--- config.mk ---
export PLATFORM = sky130hd
export DESIGN_NAME = lcs_serial_sub_flat
export DESIGN_NICKNAME = d
export VERILOG_FILES = /design/src/rtl/lcs_serial_sub_pkg.sv /design/src/rtl/lcs_serial_sub_if.sv /design/src/rtl/lcs_serial_sub_bg_gen.sv /design/src/rtl/lcs_serial_sub.sv /design/src/flat_wrapper.sv
export SDC_FILE = /design/constraint.sdc
export NUM_CORES = 1
export LEC_CHECK = 0
export ABC_AREA = 1
export BUFFER_PORTS_ARGS = -buffer_cell sky130_fd_sc_hd__buf_2
export CORE_ASPECT_RATIO = 0.8
export CORE_MARGIN = 3
export CORE_UTILIZATION = 51
export CTS_BUF_LIST = sky130_fd_sc_hd__clkbuf_8
export CTS_CLUSTER_DIAMETER = 120
export DETAILED_ROUTE_END_ITERATION = 7
export HOLD_SLACK_MARGIN = 0.06
export PLACE_DENSITY = 0.76
export SYNTH_ARGS = -nofsm -noshare
export SYNTH_HDL_FRONTEND = slang
export SYNTH_SLANG_ARGS = --single-unit
export TNS_END_PERCENT = 30
--- constraint.sdc ---
create_clock -name clk -period 3.3 [get_ports clk]
set_input_delay 0.33 -clock clk [delete_from_list [all_inputs] [get_ports clk]]
set_output_delay 0.33 -clock clk [all_outputs]
set_load 0.05 [all_outputs]
--- src/rtl/lcs_serial_sub_pkg.sv ---
// Shared definitions for the digit-serial subtractor: FSM state encoding
// and a helper that sizes the slice counter.
package lcs_serial_sub_pkg;

  localparam logic [1:0] ST_IDLE = 2'd0;
  localparam logic [1:0] ST_RUN  = 2'd1;
  localparam logic [1:0] ST_DONE = 2'd2;

  // Counter width for ndig slices, never narrower than one bit.
  function automatic int cnt_width(input int ndig);
    if (ndig > 1) begin
      return $clog2(ndig);
    end else begin
      return 1;
    end
  endfunction

endpackage

--- src/rtl/lcs_serial_sub_if.sv ---
// Operand/result handshake bundle for the digit-serial subtractor.
// The master side produces operands and consumes results; the slave is the subtractor.
interface lcs_serial_sub_if #(
  parameter int WIDTH = 4
);
  logic             in_valid;
  logic             in_ready;
  logic [WIDTH-1:0] A_in;
  logic [WIDTH-1:0] B_in;
  logic             B_1;
  logic             out_valid;
  logic             out_ready;
  logic [WIDTH-1:0] S;
  logic             BO;

  modport master (
    output in_valid, A_in, B_in, B_1, out_ready,
    input  in_ready, out_valid, S, BO
  );

  modport slave (
    input  in_valid, A_in, B_in, B_1, out_ready,
    output in_ready, out_valid, S, BO
  );
endinterface

--- src/rtl/lcs_serial_sub_bg_gen.sv ---
// Per-bit borrow generate/propagate: a bit generates a borrow when a=0,b=1
// and passes an incoming borrow through when a==b.
module bg_gen (
  input  logic a,
  input  logic b,
  output logic g,
  output logic p
);
  assign g = ~a & b;
  assign p = ~(a ^ b);
endmodule

--- src/rtl/lcs_serial_sub.sv ---
// Digit-serial subtractor: D = A - B - Bin (mod 2^WIDTH) with borrow-out,
// one DIGIT-bit slice per cycle LSB-first, result held until accepted.
module lcs_serial_sub
  import lcs_serial_sub_pkg::*;
#(
  parameter int WIDTH = 4,
  parameter int DIGIT = 2
) (
  input logic           clk,
  input logic           rst_n,
  lcs_serial_sub_if.slave bus
);

  localparam int NDIG = WIDTH / DIGIT;
  localparam int CW   = cnt_width(NDIG);

  if ((WIDTH % DIGIT) != 0) begin : g_bad_digit
    $error("lcs_serial_sub: WIDTH must be a multiple of DIGIT");
  end

  logic [1:0]       state_r;
  logic [1:0]       state_nxt_s;
  logic [WIDTH-1:0] a_r;
  logic [WIDTH-1:0] b_r;
  logic [WIDTH-1:0] s_r;
  logic             borrow_r;
  logic             bo_r;
  logic [CW-1:0]    cnt_r;
  logic             in_ready_r;
  logic             out_valid_r;
  logic [DIGIT-1:0] g_s;
  logic [DIGIT-1:0] p_s;
  logic [DIGIT-1:0] d_s;
  logic             bor_out_s;
  logic [WIDTH-1:0] s_shift_s;

  for (genvar gi = 0; gi < DIGIT; gi++) begin : g_bg
    bg_gen u_bg (
      .a (a_r[gi]),
      .b (b_r[gi]),
      .g (g_s[gi]),
      .p (p_s[gi])
    );
  end

  // Borrow chain across the current slice and the shifted difference word.
  always_comb begin
    logic bor_v;
    d_s   = '0;
    bor_v = borrow_r;
    for (int i = 0; i < DIGIT; i++) begin
      d_s[i] = ~p_s[i] ^ bor_v;
      bor_v  = g_s[i] | (p_s[i] & bor_v);
    end
    bor_out_s = bor_v;
    // New digits enter from the MSB side so the LSB slice ends up at bit 0.
    s_shift_s = (s_r >> DIGIT) | (WIDTH'(d_s) << (WIDTH - DIGIT));
  end

  // Next-state selection for IDLE -> RUN -> DONE -> IDLE.
  always_comb begin
    state_nxt_s = state_r;
    case (state_r)
      ST_IDLE: begin
        if (bus.in_valid) begin
          state_nxt_s = ST_RUN;
        end else begin
          state_nxt_s = ST_IDLE;
        end
      end
      ST_RUN: begin
        if (cnt_r == CW'(NDIG - 1)) begin
          state_nxt_s = ST_DONE;
        end else begin
          state_nxt_s = ST_RUN;
        end
      end
      ST_DONE: begin
        if (bus.out_ready) begin
          state_nxt_s = ST_IDLE;
        end else begin
          state_nxt_s = ST_DONE;
        end
      end
      default: state_nxt_s = ST_IDLE;
    endcase
  end

  // State, operand shift registers, result and handshake flags.
  always_ff @(posedge clk) begin
    if (!rst_n) begin
      state_r     <= ST_IDLE;
      a_r         <= '0;
      b_r         <= '0;
      s_r         <= '0;
      borrow_r    <= 1'b0;
      bo_r        <= 1'b0;
      cnt_r       <= '0;
      in_ready_r  <= 1'b1;
      out_valid_r <= 1'b0;
    end else begin
      state_r     <= state_nxt_s;
      in_ready_r  <= (state_nxt_s == ST_IDLE);
      out_valid_r <= (state_nxt_s == ST_DONE);
      case (state_r)
        ST_IDLE: begin
          if (bus.in_valid) begin
            a_r      <= bus.A_in;
            b_r      <= bus.B_in;
            borrow_r <= bus.B_1;
            cnt_r    <= '0;
          end
        end
        ST_RUN: begin
          s_r      <= s_shift_s;
          borrow_r <= bor_out_s;
          bo_r     <= bor_out_s;
          a_r      <= a_r >> DIGIT;
          b_r      <= b_r >> DIGIT;
          cnt_r    <= cnt_r + CW'(1);
        end
        ST_DONE: begin
          cnt_r <= cnt_r;
        end
        default: begin
          cnt_r <= '0;
        end
      endcase
    end
  end

  assign bus.in_ready  = in_ready_r;
  assign bus.out_valid = out_valid_r;
  assign bus.S         = s_r;
  assign bus.BO        = bo_r;

endmodule
--- src/flat_wrapper.sv ---
// flat-port wrapper written by rule: the top's interface ports become plain ports
module lcs_serial_sub_flat import lcs_serial_sub_pkg::*;
#(
  parameter int WIDTH = 4,
  parameter int DIGIT = 2
)
  (clk, rst_n, bus_in_valid, bus_A_in, bus_B_in, bus_B_1, bus_out_ready, bus_in_ready, bus_out_valid, bus_S, bus_BO);
  lcs_serial_sub_if #(.WIDTH(WIDTH)) bus_i ();
  input logic clk;
  input logic rst_n;
  input wire logic [$bits(bus_i.in_valid)-1:0] bus_in_valid;
  input wire logic [$bits(bus_i.A_in)-1:0] bus_A_in;
  input wire logic [$bits(bus_i.B_in)-1:0] bus_B_in;
  input wire logic [$bits(bus_i.B_1)-1:0] bus_B_1;
  input wire logic [$bits(bus_i.out_ready)-1:0] bus_out_ready;
  output wire logic [$bits(bus_i.in_ready)-1:0] bus_in_ready;
  output wire logic [$bits(bus_i.out_valid)-1:0] bus_out_valid;
  output wire logic [$bits(bus_i.S)-1:0] bus_S;
  output wire logic [$bits(bus_i.BO)-1:0] bus_BO;
  assign bus_i.in_valid = bus_in_valid;
  assign bus_i.A_in = bus_A_in;
  assign bus_i.B_in = bus_B_in;
  assign bus_i.B_1 = bus_B_1;
  assign bus_i.out_ready = bus_out_ready;
  assign bus_in_ready = bus_i.in_ready;
  assign bus_out_valid = bus_i.out_valid;
  assign bus_S = bus_i.S;
  assign bus_BO = bus_i.BO;
  lcs_serial_sub #(.WIDTH(WIDTH), .DIGIT(DIGIT)) u_core (.clk(clk), .rst_n(rst_n), .bus(bus_i));
endmodule
; Word-level counts from Yosys, hierarchy flattened
; Cells that the tools add are included.
[word_totals]
register_bits = 19
latchBits = 0
ramBits = 0
rom_bits = 0
inputBits = 13
out_inout_bits = 7
elab_cells = 47
n_memories = 0
[classes]
add_sub_neg = 1
mul = 0
div_mod_pow = 0
n_lt_le_gt_ge = 0
n_eq_ne = 4
shift = 0
mux = 12
bitwise_logic = 16
n_reduce_logical = 5
[ops]
columns = op, n
row1 = $pmux 4 s2, 2
row2 = $mux 4, 2
row3 = $pmux 2 s3, 1
row4 = $not 1->1, 5
row5 = $and 1x1->1, 4
row6 = $eq 2x2->1 const B, 2
row7 = $logic_not 2->1, 2
row8 = $mux 2, 2
row9 = $or 2x4->4, 1
row10 = $reduce_and 2->1, 2
row11 = $xor 1x1->1, 4
row12 = $mux 1, 3
row13 = $pmux 1 s3, 1
row14 = $eq 2x1->1 const B, 1
row15 = $ne 2x2->1 const B, 1
row16 = $or 1x1->1, 2
row17 = $pmux 1 s2, 1
row18 = $reduce_bool 2->1, 1
row19 = $add 1x1->1 const B, 1

; Longest topological paths before layout
[logic_depth]
word_depth = 7
mapped_depth = 9

; By module
; Synthesis repeated with hierarchy kept, for this count alone.
[unflattened]
cells_unflattened = 116
hier_area_um2 = 870.8
[modules_own_cells]
columns = mod, n_inst, cells_each, area_each_um2, seq_area_each_um2
row1 = lcs_serial_sub, 1, 112, 838.3, 380.4
row2 = bg_gen, 2, 2, 16.3, 0.0

; Worst setup path before layout
; No wires, ideal clock.
[synth_path]
kind = flip-flop to flip-flop
startpoint = register u_core.a_r[0]
endpoint = register u_core.s_r[3], in the netlist u_core.bus.S[3]
setup_ns = 0.116
arrival_ns = 1.407
required_time_ns = 3.184
path_slack_ns = 1.777
stages_incl_launch_ff = 7
period_less_slack_ns = 1.523
path_cell_list = dfxtp_1 -> inv_1 -> fa_1 -> inv_1 -> fa_1 -> o21ai_0 -> nor2_1
[synth_via]
elab_chain_cells = 6
word_cells_on_any_way = 8
classes_between = bitwise (8)
[synth_lines]
columns = item, line
row1 = "start, declared", lcs_serial_sub.sv:23  ; logic [WIDTH-1:0] a_r;
row2 = "start signal, assigned", lcs_serial_sub.sv:108  ; a_r <= bus.A_in;
row3 = "start signal, assigned", lcs_serial_sub.sv:118  ; a_r <= a_r >> DIGIT;
row4 = $xor 1x1->1, lcs_serial_sub_bg_gen.sv:10  ; assign p = ~(a ^ b);
row5 = $not 1->1, lcs_serial_sub_bg_gen.sv:10
row6 = $and 1x1->1, lcs_serial_sub.sv:53  ; bor_v = g_s[i] | (p_s[i] & bor_v);
row7 = $or 1x1->1 *, lcs_serial_sub.sv:53
row8 = $xor 1x1->1 *, lcs_serial_sub.sv:52  ; d_s[i] = ~p_s[i] ^ bor_v;
row9 = via u_core.d_s[1], lcs_serial_sub.sv:33  ; logic [DIGIT-1:0] d_s;
row10 = $or 2x4->4 *, lcs_serial_sub.sv:57  ; s_shift_s = (s_r >> DIGIT) | (WIDTH'(d_s) << (WIDTH - DIGIT));
row11 = "end signal, assigned", lcs_serial_sub.sv:115  ; s_r <= s_shift_s;
row12 = "end, declared", lcs_serial_sub.sv:25  ; logic [WIDTH-1:0] s_r;
; Mark *: on every way through the listed nets, which the timed path passes. The rest lies on a longest branch.
; A chain may end at the register's enable or synchronous reset.

; Final worst setup path
; Same ends and word-level chain as after synthesis.

==> summary.md <==
| Metric | Value |
|---|---|
| Run status | `complete, no violations` |
| Routability cong. | `roughly 0.75` |
| Setup ws final | `between 1.5 and 2 ns` |
| Final Cycle Share | `between 40% and 50%` |
| Via count | `744` |
| Sw Ratio | `30.9%` |
| CP Class | `register to register` |
| WL final | `1.69 mm` |
| Net Switching | `approximately 0.00016 W` |
| Share of layout cells above drive strength 1 | `19.4%` |
| Initial antenna violation count | `0` |
| IO Count | `20` |
| Row count | `12` |
| Pwr dens | `548 mW/mm^2` |
| Placement Setup Slack | `between 1.5 and 2 ns` |
| WL met2 | `759 microns` |
| RSZ-0062 raised after global routing | `false` |
| Die area | `between 0.002 and 0.0025 sq mm` |
| Largest net degree at the start of global routing | `12` |
| Clk sinks | `19` |
| Post-route cell area | `972 sq um` |
| H-tree Lvls | `1` |
| Vias in the first global route | `657` |
| DR vias/cell | `4.80` |
| Uppermost routed layer | `met4` |
| CTS Buf Count | `3` |
| Port Buf Inserts | `19` |
| Final ANT Viol Nets | `0` |
| Initial Utilization | `roughly 57%` |
| Synth Net Count | `130` |
| Worst EP required | `3.45 ns` |
| Gr ovfl total | `0` |
| Comb power frac | `21.5%` |
| Lkg Pwr | `approximately 0.48 nW` |
| Clock share of power | `29.1%` |
| VDD IR max | `about 420 uV` |
| Mapped Area | `840 sq um` |
| Die Y-Extent | `~42 microns` |
| Final hold violation count | `0` |
| Crit path DAT | `about 1.8 ns` |
| CTS tree | `done` |
| CTS hold repair buffers | `0` |
| Slew Limit Headroom | `69.6%` |
| Worst-Skew Late Latency | `0.25 ns` |
| Synthesized instance count | `between 100 and 150` |
| HP Class | `primary input to register` |
| Internal power | `0.000368 W` |
| Critical Path Sink Type | `register` |
| Cell variety after synth | `16` |
| Total GRT Usage | `16.9%` |
| Sequential power share | `49.4%` |
| Final Max Tran Viols | `0` |
| First-pass GRT wire length | `between 2 and 3 mm` |
| Seq/Total Area, Yosys | `about 45%` |
| Synthesized flop and latch total | `19` |
| # Post-CTS Setup Buffers | `0` |
| CP Launch Type | `register` |
| # setup viols final | `0` |
| Synthesized area per cell | `~7.3 sq um` |
| Placed Area | `927 sq um` |
| Post-CTS sizing | `0` |
| Synth Warn # | `0` |
| Clk_skew | `0.00128 ns` |
| Die W | `slightly above 50 microns` |
| Max FO, Critical Path | `2` |
| Least-Margin Pin Slew | `0.456 ns` |
| CTS Root Cell | `clkbuf_8` |
| Fmax | `~0.63 GHz` |
| DR WL met3 | `143 microns` |
| Reg clk slew, reported paths | `0.07 ns` |
| ANT cells | `0` |
| Area grow syn2layout | `15.8%` |
| Max-cap violations | `0` |
| Core Region | `0.00147 sq mm` |
| Wire per inst | `between 10 and 15 microns` |
| Drt initial violations | `9` |
| Drt pass-1 iters | `4` |
| Clock buffer depth | `2` |
| Nets | `150` |
| Sum Neg Setup Slack | `0 ns` |
| Metal-1 WL | `approximately 770 microns` |
| Drt drc | `0` |
| HPWL after DPL | `between 1 and 1.5 mm` |
| Min Tclk post-route | `1.60 ns` |
## final timing paths
check	startpoint	end	slack (ns)	depth (start not counted)
setup / recovery	u_core.a_r[0]$_SDFFE_PN0P_	u_core.bus.S[3]$_SDFFE_PN0N_	1.70	6
hold / removal	bus_A_in[3]	u_core.a_r[3]$_SDFFE_PN0P_	0.35	3
setup reg to reg	u_core.a_r[0]$_SDFFE_PN0P_	u_core.bus.S[3]$_SDFFE_PN0N_	1.70	6
hold reg to reg	u_core.a_r[2]$_SDFFE_PN0P_	u_core.a_r[2]$_SDFFE_PN0P_	0.47	2
## layer usage
layer / vias up / track usage (%)
met5: - / 0
met4: 0 / 5.76
met3: 2 / 7.83
met2: 28 / 25.4
met1: 318 / 21.3
li1: 396 / -
## cells by family after synthesis
| family | share of synthesized area, % |
|---|---|
| flops | 45.3 |
| simple gates | 30.4 |
| fa+ha+maj | 4.77 |
| buf+inv | 10.7 |
| compound gates | 8.79 |
## worst max-delay path, stage by stage (launching register included)
cell,delay (ns)
dfxtp_1,0.33
inv_1,0.06
fa_1,0.41
inv_1,0.08
fa_1,0.40
o21ai_0,0.16
nor2_1,0.05
## per-stage QoR
| stage | power (W) | hold WS (ns) | utilization (%) | std cells |
|---|---|---|---|---|
| after floorplan | 0.000358 | 0.439 | - | 115 |
| after global placement | 0.000378 | 0.447 | 63.0 | 151 |
| after detailed placement | 0.000383 | 0.457 | 63.0 | 151 |
| after CTS | 0.000537 | 0.340 | 66.1 | 155 |
| after global routing | 0.000568 | 0.329 | 66.1 | 155 |
| final | 0.000533 | 0.349 | 66.1 | 155 |
## cell type report
type / instances / area [sq um]
Multi-Input combinational cell: 77 / 369
Inverter: 15 / 56.3
Clock inverter: 1 / 3.75
Timing Repair Buffer: 19 / 95.1
Sequential cell: 19 / 380
Fill cell: 154 / 499
Clock buffer: 3 / 41.3
Tap cell: 21 / 26.3
## cells in the final DEF, fill, tap and decap left out, drive strengths merged
master  instances
nand2          26
nor2           20
buf            19
dfxtp          19
inv            15
nand3          14
a21oi           9
o21ai           5
clkbuf          3
fa              2
nand3b          1
clkinv          1
## power groups by stage
stage	sequential, W	combinational [W]	clock (W)
final	0.000263	0.000115	0.000155
after global placement	0.000267	0.000111	0
after CTS	0.000263	0.000115	0.000159
after detailed placement	0.000268	0.000115	0
after global routing	0.000266	0.000128	0.000174
after floorplan	0.000292	0.0000664	0
## Yosys cell counts
master | n | share of area [%]
nor2_1 | 18 | 8.0
nand2_1 | 26 | 12
clkbuf_1 | 1 | 0.45
nand3_1 | 14 | 8.3
nand3b_1 | 1 | 0.89
inv_2 | 1 | 0.45
o21ai_2 | 1 | 1.0
a21oi_1 | 9 | 5.4
buf_6 | 2 | 2.7
fa_1 | 2 | 4.8
o21ai_0 | 4 | 2.4
nor2_2 | 2 | 1.5
buf_4 | 1 | 0.89
dfxtp_1 | 19 | 45
clkinv_1 | 1 | 0.45
inv_1 | 13 | 5.8
## flip-flops by register name, indices dropped and copies added (netlist names), 2 cells and up
signal          flops
u_core.a_r          4
u_core.b_r          4
u_core.bus.S        4
u_core.state_r      2
(Power assumes the default switching activity.)
